==> config.mk <==
export PLATFORM = sky130hd
export DESIGN_NAME = display_scan_sequencer
export DESIGN_NICKNAME = d
export VERILOG_FILES = /design/src/rtl/display_scan_sequencer.sv
export SDC_FILE = /design/constraint.sdc
export NUM_CORES = 1
export LEC_CHECK = 0
export ABC_AREA = 1
export ABC_CLOCK_PERIOD_IN_PS = 3800
export BUFFER_PORTS_ARGS = -buffer_cell sky130_fd_sc_hd__buf_4
export CAP_MARGIN = 40
export CORE_AREA = 4 4 65 78
export CTS_CLUSTER_DIAMETER = 50
export CTS_CLUSTER_SIZE = 40
export DETAILED_ROUTE_END_ITERATION = 8
export DIE_AREA = 0 0 69 82
export GPL_TIMING_DRIVEN = 0
export HOLD_SLACK_MARGIN = 0.02
export PLACE_DENSITY = 0.78
export SKIP_LAST_GASP = 1
export SLEW_MARGIN = 20
export SYNTH_ARGS = -nofsm -noshare
export SYNTH_HDL_FRONTEND = slang
export SYNTH_SLANG_ARGS = --single-unit
==> constraint.sdc <==
create_clock -name clk_i -period 3.8 [get_ports clk_i]
set_input_delay 0.38 -clock clk_i [delete_from_list [all_inputs] [get_ports clk_i]]
set_output_delay 0.38 -clock clk_i [all_outputs]
set_load 0.005 [all_outputs]
==> src/rtl/display_scan_sequencer.sv <==
// Multiplexed 4-digit 7-segment scan sequencer with PWM brightness.
// Each digit period is 8 phases of PHASE_CYCLES clocks. A lit frame is sent
// first; a blank frame follows once the lit phases have elapsed, and the
// next digit is loaded at the end of the period. Frames go out over a
// valid/ready handshake.
module display_scan_sequencer #(
  parameter int unsigned PHASE_CYCLES = 16
) (
  input  logic        clk_i,
  input  logic        rst_ni,
  input  logic [3:0]  digit0_i,
  input  logic [3:0]  digit1_i,
  input  logic [3:0]  digit2_i,
  input  logic [3:0]  digit3_i,
  input  logic        colon_i,
  input  logic [2:0]  brightness_i,
  input  logic [3:0]  blink_mask_i,
  input  logic        blink_phase_i,
  output logic [15:0] frame_o,
  output logic        frame_valid_o,
  input  logic        frame_ready_i,
  output logic [1:0]  digit_o,
  output logic        scan_wrap_o
);

  localparam int unsigned PERIOD      = 8 * PHASE_CYCLES;
  localparam int unsigned CNT_W       = $clog2(PERIOD + 1);
  localparam logic [CNT_W:0] PERIOD_C = (CNT_W + 1)'(PERIOD);
  localparam logic [15:0] BLANK_FRAME = 16'h00FF;

  typedef enum logic [1:0] {ST_LOAD, ST_ON, ST_BLANK, ST_OFF} state_e;

  state_e           state_q, state_d;
  logic [CNT_W-1:0] cnt_q, cnt_d;
  logic [1:0]       digit_q, digit_d;
  logic [2:0]       bright_q, bright_d;
  logic [15:0]      frame_q, frame_d;
  logic             valid_q, valid_d;
  logic             wrap_q, wrap_d;

  logic [1:0]       load_idx_c;
  logic [3:0]       load_val_c;
  logic [7:0]       load_seg_c;
  logic [15:0]      lit_frame_c;
  logic [CNT_W:0]   cnt_nxt_c;
  logic [CNT_W:0]   on_limit_c;
  logic             period_end_c;

  // BCD to segments {g..a}; 10-15 are blank
  function automatic logic [6:0] seg_decode(input logic [3:0] val);
    case (val)
      4'd0:    seg_decode = 7'h3F;
      4'd1:    seg_decode = 7'h06;
      4'd2:    seg_decode = 7'h5B;
      4'd3:    seg_decode = 7'h4F;
      4'd4:    seg_decode = 7'h66;
      4'd5:    seg_decode = 7'h6D;
      4'd6:    seg_decode = 7'h7D;
      4'd7:    seg_decode = 7'h07;
      4'd8:    seg_decode = 7'h7F;
      4'd9:    seg_decode = 7'h6F;
      default: seg_decode = 7'h00;
    endcase
  endfunction

  // Lit frame for the digit about to be loaded, built from live inputs;
  // it is only captured into frame_q on LOAD entry, which forms the snapshot
  always_comb begin
    load_idx_c = (state_q == ST_LOAD) ? digit_q : digit_q + 2'd1;
    case (load_idx_c)
      2'd0:    load_val_c = digit0_i;
      2'd1:    load_val_c = digit1_i;
      2'd2:    load_val_c = digit2_i;
      default: load_val_c = digit3_i;
    endcase
    load_seg_c = {(load_idx_c == 2'd1) && colon_i, seg_decode(load_val_c)};
    if (blink_mask_i[load_idx_c] && blink_phase_i) begin
      load_seg_c = 8'h00;
    end
    lit_frame_c = {load_seg_c, 4'hF, ~(4'b0001 << load_idx_c)};
  end

  // Next-state and output logic; cnt holds the cycles elapsed since the
  // start of the lit-frame transfer cycle and saturates at the period length
  always_comb begin
    state_d      = state_q;
    digit_d      = digit_q;
    bright_d     = bright_q;
    frame_d      = frame_q;
    valid_d      = valid_q;
    wrap_d       = 1'b0;
    period_end_c = 1'b0;
    cnt_nxt_c    = {1'b0, cnt_q} + (CNT_W + 1)'(1);
    on_limit_c   = (CNT_W + 1)'((32'(bright_q) + 32'd1) * PHASE_CYCLES);
    cnt_d        = (cnt_nxt_c <= PERIOD_C) ? CNT_W'(cnt_nxt_c) : cnt_q;

    case (state_q)
      ST_LOAD: begin
        cnt_d = '0;
        if (!valid_q) begin
          // first load after reset
          frame_d  = lit_frame_c;
          valid_d  = 1'b1;
          bright_d = brightness_i;
        end else if (frame_ready_i) begin
          cnt_d   = CNT_W'(1);
          valid_d = 1'b0;
          state_d = ST_ON;
        end
      end
      ST_ON: begin
        if (bright_q == 3'd7) begin
          period_end_c = (cnt_nxt_c >= PERIOD_C);
        end else if (cnt_nxt_c >= on_limit_c) begin
          frame_d = BLANK_FRAME;
          valid_d = 1'b1;
          state_d = ST_BLANK;
        end
      end
      ST_BLANK: begin
        if (frame_ready_i) begin
          valid_d = 1'b0;
          state_d = ST_OFF;
        end
      end
      ST_OFF: begin
        period_end_c = (cnt_nxt_c >= PERIOD_C);
      end
      default: state_d = ST_LOAD;
    endcase

    if (period_end_c) begin
      state_d  = ST_LOAD;
      digit_d  = digit_q + 2'd1;
      wrap_d   = (digit_q == 2'd3);
      frame_d  = lit_frame_c;
      valid_d  = 1'b1;
      bright_d = brightness_i;
      cnt_d    = '0;
    end
  end

  // State and output registers
  always_ff @(posedge clk_i or negedge rst_ni) begin
    if (!rst_ni) begin
      state_q  <= ST_LOAD;
      cnt_q    <= '0;
      digit_q  <= 2'd0;
      bright_q <= 3'd0;
      frame_q  <= BLANK_FRAME;
      valid_q  <= 1'b0;
      wrap_q   <= 1'b0;
    end else begin
      state_q  <= state_d;
      cnt_q    <= cnt_d;
      digit_q  <= digit_d;
      bright_q <= bright_d;
      frame_q  <= frame_d;
      valid_q  <= valid_d;
      wrap_q   <= wrap_d;
    end
  end

  assign frame_o       = frame_q;
  assign frame_valid_o = valid_q;
  assign digit_o       = digit_q;
  assign scan_wrap_o   = wrap_q;

endmodule

Yosys cells after proc, flatten, opt, wreduce, memory -nomap -nowiden
Memories as Yosys holds them, arrays and structs flattened. Cells that the tools add are included.

Eq/ne operators: 14. Reduce and logical (&&, ||, !) cells: 12. Shift operators: 1. Magnitude comparators: 4. Muxes and demuxes: 35. Bitwise gates (word level): 1. Add/subtract/negate cells: 3.

Operators with widths (count): $mux 16 (4); $mux 8 (4); $pmux 16 s2 (1); $ne 3x3->1 const B (6); $mux 2 (7); $pmux 4 s3 (1); $mux 1 (11); $add 8x1->9 const B (1); $ge 9x8->1 (1); $ge 9x8->1 const B (1); $le 9x8->1 const B (1); $mux 3 (3); $eq 2x2->1 const B (4); $reduce_and 4->1 (2); $pmux 2 s3 (1); $reduce_and 6->1 (1); $reduce_bool 3->1 (2); $add 3x1->4 const B (1); $eq 2x1->1 const B (2); $logic_not 2->1 (2); $not 4->4 (1); $reduce_bool 4->1 (1); $shl 1x2->4 const A (1); $eq 3x3->1 const B (1); 9 further kinds (10).

Input bits: 28. Output and inout port bits: 20. Logic and storage cells: 78. Memories: 1. Memory bits (read-only): 112. Flip-flop bits (word level): 33.

Memories: (no name shown) (words 16, bits a word 7, read ports 1, clocked after memory_dff 0, write ports 0, RTL line 51) `case (val)`.

Logic depth before layout (Yosys ltp)
Gate-level depths: netlist (run 1).

Depth in word-level cells: 9. Gate-level depth with buffers: 19. Gate-level depth less buffers: 19.

Worst setup path after synthesis (run 1)
Ideal clock, no wire load.

Kind: register to register. Start point: reg cnt_q[0]. End point: reg frame_q[12], in the netlist frame_o[12]. Setup slack: 1.482 ns. Required time: 3.724 ns. Period minus slack after synthesis: 2.318 ns. Path buffers: 1. Data arrival time: 2.242 ns. Setup time: 0.076 ns. Stages on the path, launching flop included: 20. Path through: dfrtp_1 > ha_1 > nand2_1 > inv_1 > nand2_1 > nor2_1 > xor2_1 > ha_1 > nand2_1 > nand2_1 > nor2_1 > nor2_1 > nor2_1 > nand2_2 > nand2_1 > nand2_2 > nand3_4 > buf_6 > nand2_1 > o21ai_1.

Word-level cells in the longest chain between the ends: 6. Elaborated cells between the ends (all ways): 11. Classes of those cells: 1 x add/sub; 2 x order compare; 3 x eq/ne; 3 x mux; 2 x reduce/logical.

Ends and longest elaborated chain: start: declaration (RTL line 34) `logic [CNT_W-1:0] cnt_q, cnt_d;`; start signal: assignment (RTL line 155) `cnt_q <= cnt_d;`; $add 8x1->9 (*) (RTL line 93) `cnt_nxt_c = {1'b0, cnt_q} + (CNT_W + 1)'(1);`; $ge 9x8->1 (RTL line 113, 127); $mux 1 (RTL line 112) `if (bright_q == 3'd7) begin`; $pmux 1 s2 (RTL line 97) `case (state_q)`; $ne 3x3->1 (no line) or $reduce_bool 3->1 (tied branches); $reduce_and 4->1 (no line); end signal: assignment (RTL line 158) `frame_q <= frame_d;`; end: declaration (RTL line 37) `logic [15:0] frame_q, frame_d;`.

Every way passes the cells marked *; elsewhere a longest branch is shown, timed or not. A chain may end at the register's enable or synchronous reset.

Worst setup path after layout (run 1)
Same ends and word-level chain as after synthesis.

==> results.cfg, run 1 <==
[clock_tree]
clk_latency_ns = 0.28
cts_resized = 0
cts_tree = yes
postCtsSetupBuffers = 0
clockBufferDepth = 2
cts-buffers-inserted = 5
h-tree-depth = 2
cts-root-buf = clkbuf_8
clock-sinks = 29
ctsHoldBuffers = 0
cts.clk_slew.worst_paths_ns = 0.06

[drt]
drt_pass1_iterations = 6
drtIter0Drc = 64
wl_per_cell_um = 11.6
ant_nets = 0
post_drt_via_cell_ratio = 4.91
drc = 0
wl_um = 4880
vias = 2074

[setup_path]
cp.arrival_ns = 2.84
worstPathMaxFanout = 10
cp.depth = 19
cp-end-kind = flip-flop
cpMaxStageDelayCell = dfrtp_1
cp-start-kind = flip-flop
cp.required_ns = 4.00
rr_startpoint = cnt_q[0]$_DFFE_PN0P_
path_cells = ha_1 -> nand2_1 -> inv_1 -> nand2_1 -> nor2_1 -> xor2_1 -> ha_1 -> nand2_1 -> nor2_1 -> nor2_1 -> nor2_1 -> nor2_1 -> nand2_2 -> nand2_1 -> nand2_2 -> nand3_4 -> buf_6 -> nand2_1 -> o21ai_1
reg2reg_slack_ns = 1.17
crit_buf_inv = 2
path_class = flip-flop to flip-flop
endpoint = frame_o[12]$_DFFE_PN0P_
critical-path-top-delay-family = simple AND/OR/NAND/NOR gates
reg2reg_to = frame_o[12]$_DFFE_PN0P_
ff2ff_path_depth = 19
worst_path_largest_cell_delay_ns = 0.44
startpoint = cnt_q[0]$_DFFE_PN0P_

[pwr]
p_per_area_nw_per_um2 = 781
vdd_drop_max_mv = 0.393
leakage_nw = 1.57

[die]
dieArea_um2 = 5660
coreArea_um2 = 4290
rows = 26
die-width_um = 69
start_util_pct = 53.7
pin_count = 48
dieHeight_um = 82

[finish]
finalNonFillerCells = 422
final_nets = 411
diodes = 0
drive_gt1_share_pct = 25.7
layout_commonest_cell = nand2_1
area_delta_synth_final_pct = 22.6
final_cell_mix = nand2_1, buf_4, inv_1, nand3_1, dfrtp_1
fillerInstances = 394

[timing]
whs_ns = 0.0160
drv_slew = 0
clock.fmax_ghz = 0.380
setup_viol = 0
layout_min_cycle_time_ns = 2.63
finClkSkew_ns = 0.0118
rsz0062_at_grt = no
finalCritPeriodShare_pct = 69.3
fin_setup_tns_ns = 0
hold_viol = 0

[placed_design]
numPortBuffers = 43
place_inst = 414
hpwl_um = 3970
gp_congestion = 0.816

[grt]
grt_pass1_vias = 1962
grt.overflow.total = 0
grt_usage_pct = 18.3
grt_pass1_wl_um = 8450
grt_start_max_net_pins = 30
grt_antenna_before_repair = 0

[flow_run]
drv_cap = 0

[synth]
ys_seq_elements = 29
syn_area_per_cell_um2 = 7.39
yosys_warnings = 0
ys_top_cells_by_area = dfrtp_1, nand2_1, ha_1
synth_cell_type_count = 34
yosysTopAreaCellShare_pct = 27.1
synth_cells = 312
synth_async_sr_flop_share_pct = 100
synth_top_area_cell = dfrtp_1
syn_area_um2 = 2300
synth_edf_count = 0
ys.flop_type = dfrtp_1
synth_seq_area_share_pct = 31.7

[min_path]
hold_class = primary input to async pin

[run_status]
status = finished clean
==> layer usage <==
metal / global-route usage, % / vias to the layer above / part of all wire [%]
met2: 34.5 / 45 / 53
met4: 6.64 / 0 / 1.3
met5: 0 / - / 0
met1: 20.9 / 928 / 41
met3: 3.06 / 5 / 4.1
li1: - / 1096 / -
==> registers in the layout, summed over array words and instances, names as in the netlist <==
| register | count |
|---|---|
| cnt_q | 8 |
| digit_o | 2 |
| bright_q | 3 |
| frame_valid_o | 1 |
| state_q | 2 |
| scan_wrap_o | 1 |
| frame_o | 12 |
==> worst min-delay path by stage <==
stage	startpoint	end	slack [ns]	depth (start not counted)
6_report	rst_ni	cnt_q[7]$_DFFE_PN0P_	0.02	1
5_1_grt	rst_ni	scan_wrap_o$_DFF_PN0_	0.05	1
4_1_cts	rst_ni	cnt_q[7]$_DFFE_PN0P_	0.03	1
3_5_place_dp	rst_ni	cnt_q[2]$_DFFE_PN0P_	0.32	1
3_3_place_gp	rst_ni	frame_valid_o$_DFFE_PN0P_	0.33	1
2_1_floorplan	rst_ni	bright_q[0]$_DFFE_PN0P_	0.08	0
==> cell families after synthesis <==
kind of cell	Yosys count	share of synthesized area, %
simple gates	186	39.8
flops	29	31.7
xor+xnor	5	2.23
fa+ha+maj	18	9.77
compound gates	25	6.62
buf+inv	48	9.72
other cells	1	0.163
==> cell type report <==
type / count / area, um2 / area share (%)
timing repair buffer: 43 / 323 / 11.4
clock buffer: 7 / 86.3 / 3.06
clock inverter: 1 / 30.0 / 1.06
sequential: 29 / 731 / 25.9
multi-input combinational: 238 / 1360 / 48.2
buffer: 8 / 73.8 / 2.61
inverter: 40 / 150 / 5.31
tap: 56 / 70.1 / 2.48
==> report_power, final <==
part	switching (mW)	internal [mW]	leakage, nW
Clock	0.112	0.213	0.0585
Combinational	0.814	0.530	1.14
Sequential	0.0933	0.444	0.367
==> stage by stage <==
stage | util (%) | setup slack, ns | total power [mW] | area [um2]
CTS | 65.8 | 1.17 | 2.23 | 2830
floorplan | - | 1.48 | 1.54 | 2320
detailed placement | 63.1 | 1.18 | 1.90 | 2710
global placement | 63.1 | 1.20 | 1.85 | 2710
finish | 65.8 | 1.17 | 2.21 | 2830
global route | 65.8 | 0.877 | 2.46 | 2830
==> cells in the mapped netlist (all sizes together), types with 3 or more instances <==
| cell type | count |
|---|---|
| a21oi | 3 |
| buf | 7 |
| dfrtp | 25 |
| dfstp | 4 |
| ha | 18 |
| inv | 40 |
| nand2 | 104 |
| nand3 | 44 |
| nand4 | 4 |
| nor2 | 27 |
| nor3 | 5 |
| o21ai | 18 |
| xor2 | 4 |
Note: power is estimated with default switching activity, not from simulation.
==> inputs of run 2 (changes only) <==
--- a/config.mk
+++ b/config.mk
@@ -6,17 +6,17 @@
 export NUM_CORES = 1
 export LEC_CHECK = 0
 export ABC_AREA = 1
-export ABC_CLOCK_PERIOD_IN_PS = 3800
+export ABC_CLOCK_PERIOD_IN_PS = 2300
 export BUFFER_PORTS_ARGS = -buffer_cell sky130_fd_sc_hd__buf_4
 export CAP_MARGIN = 40
-export CORE_AREA = 4 4 65 78
+export CORE_AREA = 4 4 67 82
 export CTS_CLUSTER_DIAMETER = 50
 export CTS_CLUSTER_SIZE = 40
 export DETAILED_ROUTE_END_ITERATION = 8
-export DIE_AREA = 0 0 69 82
+export DIE_AREA = 0 0 71 86
 export GPL_TIMING_DRIVEN = 0
 export HOLD_SLACK_MARGIN = 0.02
-export PLACE_DENSITY = 0.78
+export PLACE_DENSITY = 0.75
 export SKIP_LAST_GASP = 1
 export SLEW_MARGIN = 20
 export SYNTH_ARGS = -nofsm -noshare
==> constraint.sdc (replaced) <==
create_clock -name clk_i -period 2.3 [get_ports clk_i]
set_input_delay 0.23 -clock clk_i [delete_from_list [all_inputs] [get_ports clk_i]]
set_output_delay 0.23 -clock clk_i [all_outputs]
set_load 0.005 [all_outputs]
==> results.cfg, run 2 (synthesis gave the netlist of run 1 again) <==
[timing]
whs_ns = 0.154
layout_min_cycle_time_ns = 2.41
setup_viol = 14
rsz0062_at_grt = yes
fin_setup_tns_ns = -1.13
hold_viol = 0
drv_slew = 0
finalCritPeriodShare_pct = 105
setup_ws_ns = -0.112
finClkSkew_ns = 0.00897
clock.fmax_ghz = 0.415

[die]
start_util_pct = 48.4
dieArea_um2 = 6110
die-width_um = 71
coreArea_um2 = 4760
pin_count = 48
dieHeight_um = 86
rows = 28

[drt]
drt_pass1_iterations = 4
highest_layer = met4
dr_wl_met2_um = 2980
drtIter0Drc = 86
post_drt_via_cell_ratio = 4.97
wl_met1_um = 2120
ant_nets = 0
drc = 0
wl_um = 5490
route.met3.wl_um = 226
wl_per_cell_um = 12.4
vias = 2201

[grt]
grt.overflow.total = 0
grt_start_max_net_pins = 30
grt_pass1_vias = 2220
grt_usage_pct = 19.8
grt_pass1_wl_um = 9650
grt_antenna_before_repair = 0

[finish]
largest_reg_flops = 12
drive_gt1_share_pct = 34.5
multi_input_area_um2 = 1470
layout_commonest_cell = nand2_1
final_core_util_pct = 64.3
finalNonFillerCells = 443
diodes = 0
final_nets = 428
fillerInstances = 447
area_delta_synth_final_pct = 32.9
seq_area_um2 = 732
final_area_um2 = 3060
final_cell_mix = nand2_1, buf_4, nand3_1, inv_1, dfrtp_1

[clock_tree]
cts.clk_slew.worst_paths_ns = 0.06
cts-root-buf = clkbuf_8
cts-buffers-inserted = 5
h-tree-depth = 2
clk_latency_ns = 0.28
cts_tree = yes
clockBufferDepth = 2
clock-sinks = 29

[pwr]
vdd_drop_max_mv = 0.616
power_mw = 4.02
p_per_area_nw_per_um2 = 1310
leakage_nw = 1.64

[setup_path]
path_class = flip-flop to flip-flop
path_cells = ha_4 -> nand2_2 -> inv_2 -> nand2_2 -> nor2_2 -> xor2_1 -> ha_1 -> nand2_2 -> nor2_2 -> nor2_1 -> nor2_1 -> nor2_1 -> nand2_2 -> nand2_2 -> nand2_4 -> nand3_4 -> buf_6 -> nand2_1 -> nand2_1
cpMaxStageDelayCell = dfrtp_1
ff2ff_path_depth = 19
cp-start-kind = flip-flop
critical-path-top-delay-family = simple AND/OR/NAND/NOR gates
cp.arrival_ns = 2.63
cp-end-kind = flip-flop
cp.required_ns = 2.52
crit_buf_inv = 2
cpMostUsedCell = nand2_2
worst_path_largest_cell_delay_ns = 0.43
cp.depth = 19
worstPathMaxFanout = 5

[placed_design]
dpl_cell_area_um2 = 2720
gp_congestion = 0.858
place_ws_ns = -0.331
place_inst = 418
hpwl_um = 4100
numPortBuffers = 43

[min_path]
hold_depth = 3
hold_class = primary input to flip-flop

[run_status]
violations = negative setup slack
status = finished with violations

[flow_run]
drv_cap = 0
[run 2: worst paths after layout]
kind                                             start  slack [ns]                         to
worst max-delay path              cnt_q[1]$_DFFE_PN0P_       -0.11    frame_o[14]$_DFFE_PN0P_
worst min-delay path                   brightness_i[1]        0.15    bright_q[1]$_DFFE_PN0P_
worst max register to register    cnt_q[1]$_DFFE_PN0P_       -0.11    frame_o[14]$_DFFE_PN0P_
worst min register to register  frame_o[1]$_DFFE_PN1P_        0.48     frame_o[1]$_DFFE_PN1P_
max in group asynchronous                       rst_ni        1.57     frame_o[3]$_DFFE_PN1P_
min in group asynchronous                       rst_ni        0.41  frame_valid_o$_DFFE_PN0P_
[run 2: routing by layer]
layer  GRT usage (%)  up-vias
li1                -     1133
met1            20.9     1006
met2            36.6       48
met3            4.22       14
met4            9.91        0
met5               0        -
[run 2: cell type report]
cell class              count  area share [%]
plain buffers               8            2.41
clock buffers               7            2.82
inverters                  40            4.90
multi-input cells         239            47.9
clock inverters             1           0.980
repair buffers             59            14.7
flip-flops and latches     29            23.9
well taps                  60            2.45
[run 2: power breakdown]
part           switching (mW)  internal, mW  leakage (nW)
Clock                   0.193         0.353        0.0585
Combinational            1.51          1.08          1.22
Sequential              0.150         0.734         0.366
Total                    1.85          2.17          1.64
[run 2: timing repair]
item,in CTS,in global routing
resized for setup,21,6
pin swaps,12,10
cloned,2,0
setup buffers,13,1
hold endpoints to repair,25,0
hold buffers,1,0
setup endpoints to repair,15,15
[run 2: tightest hold or removal path, cell delays in order]
cell     delay (ns)
buf_4          0.07
nand2_1        0.04
o21ai_0        0.06
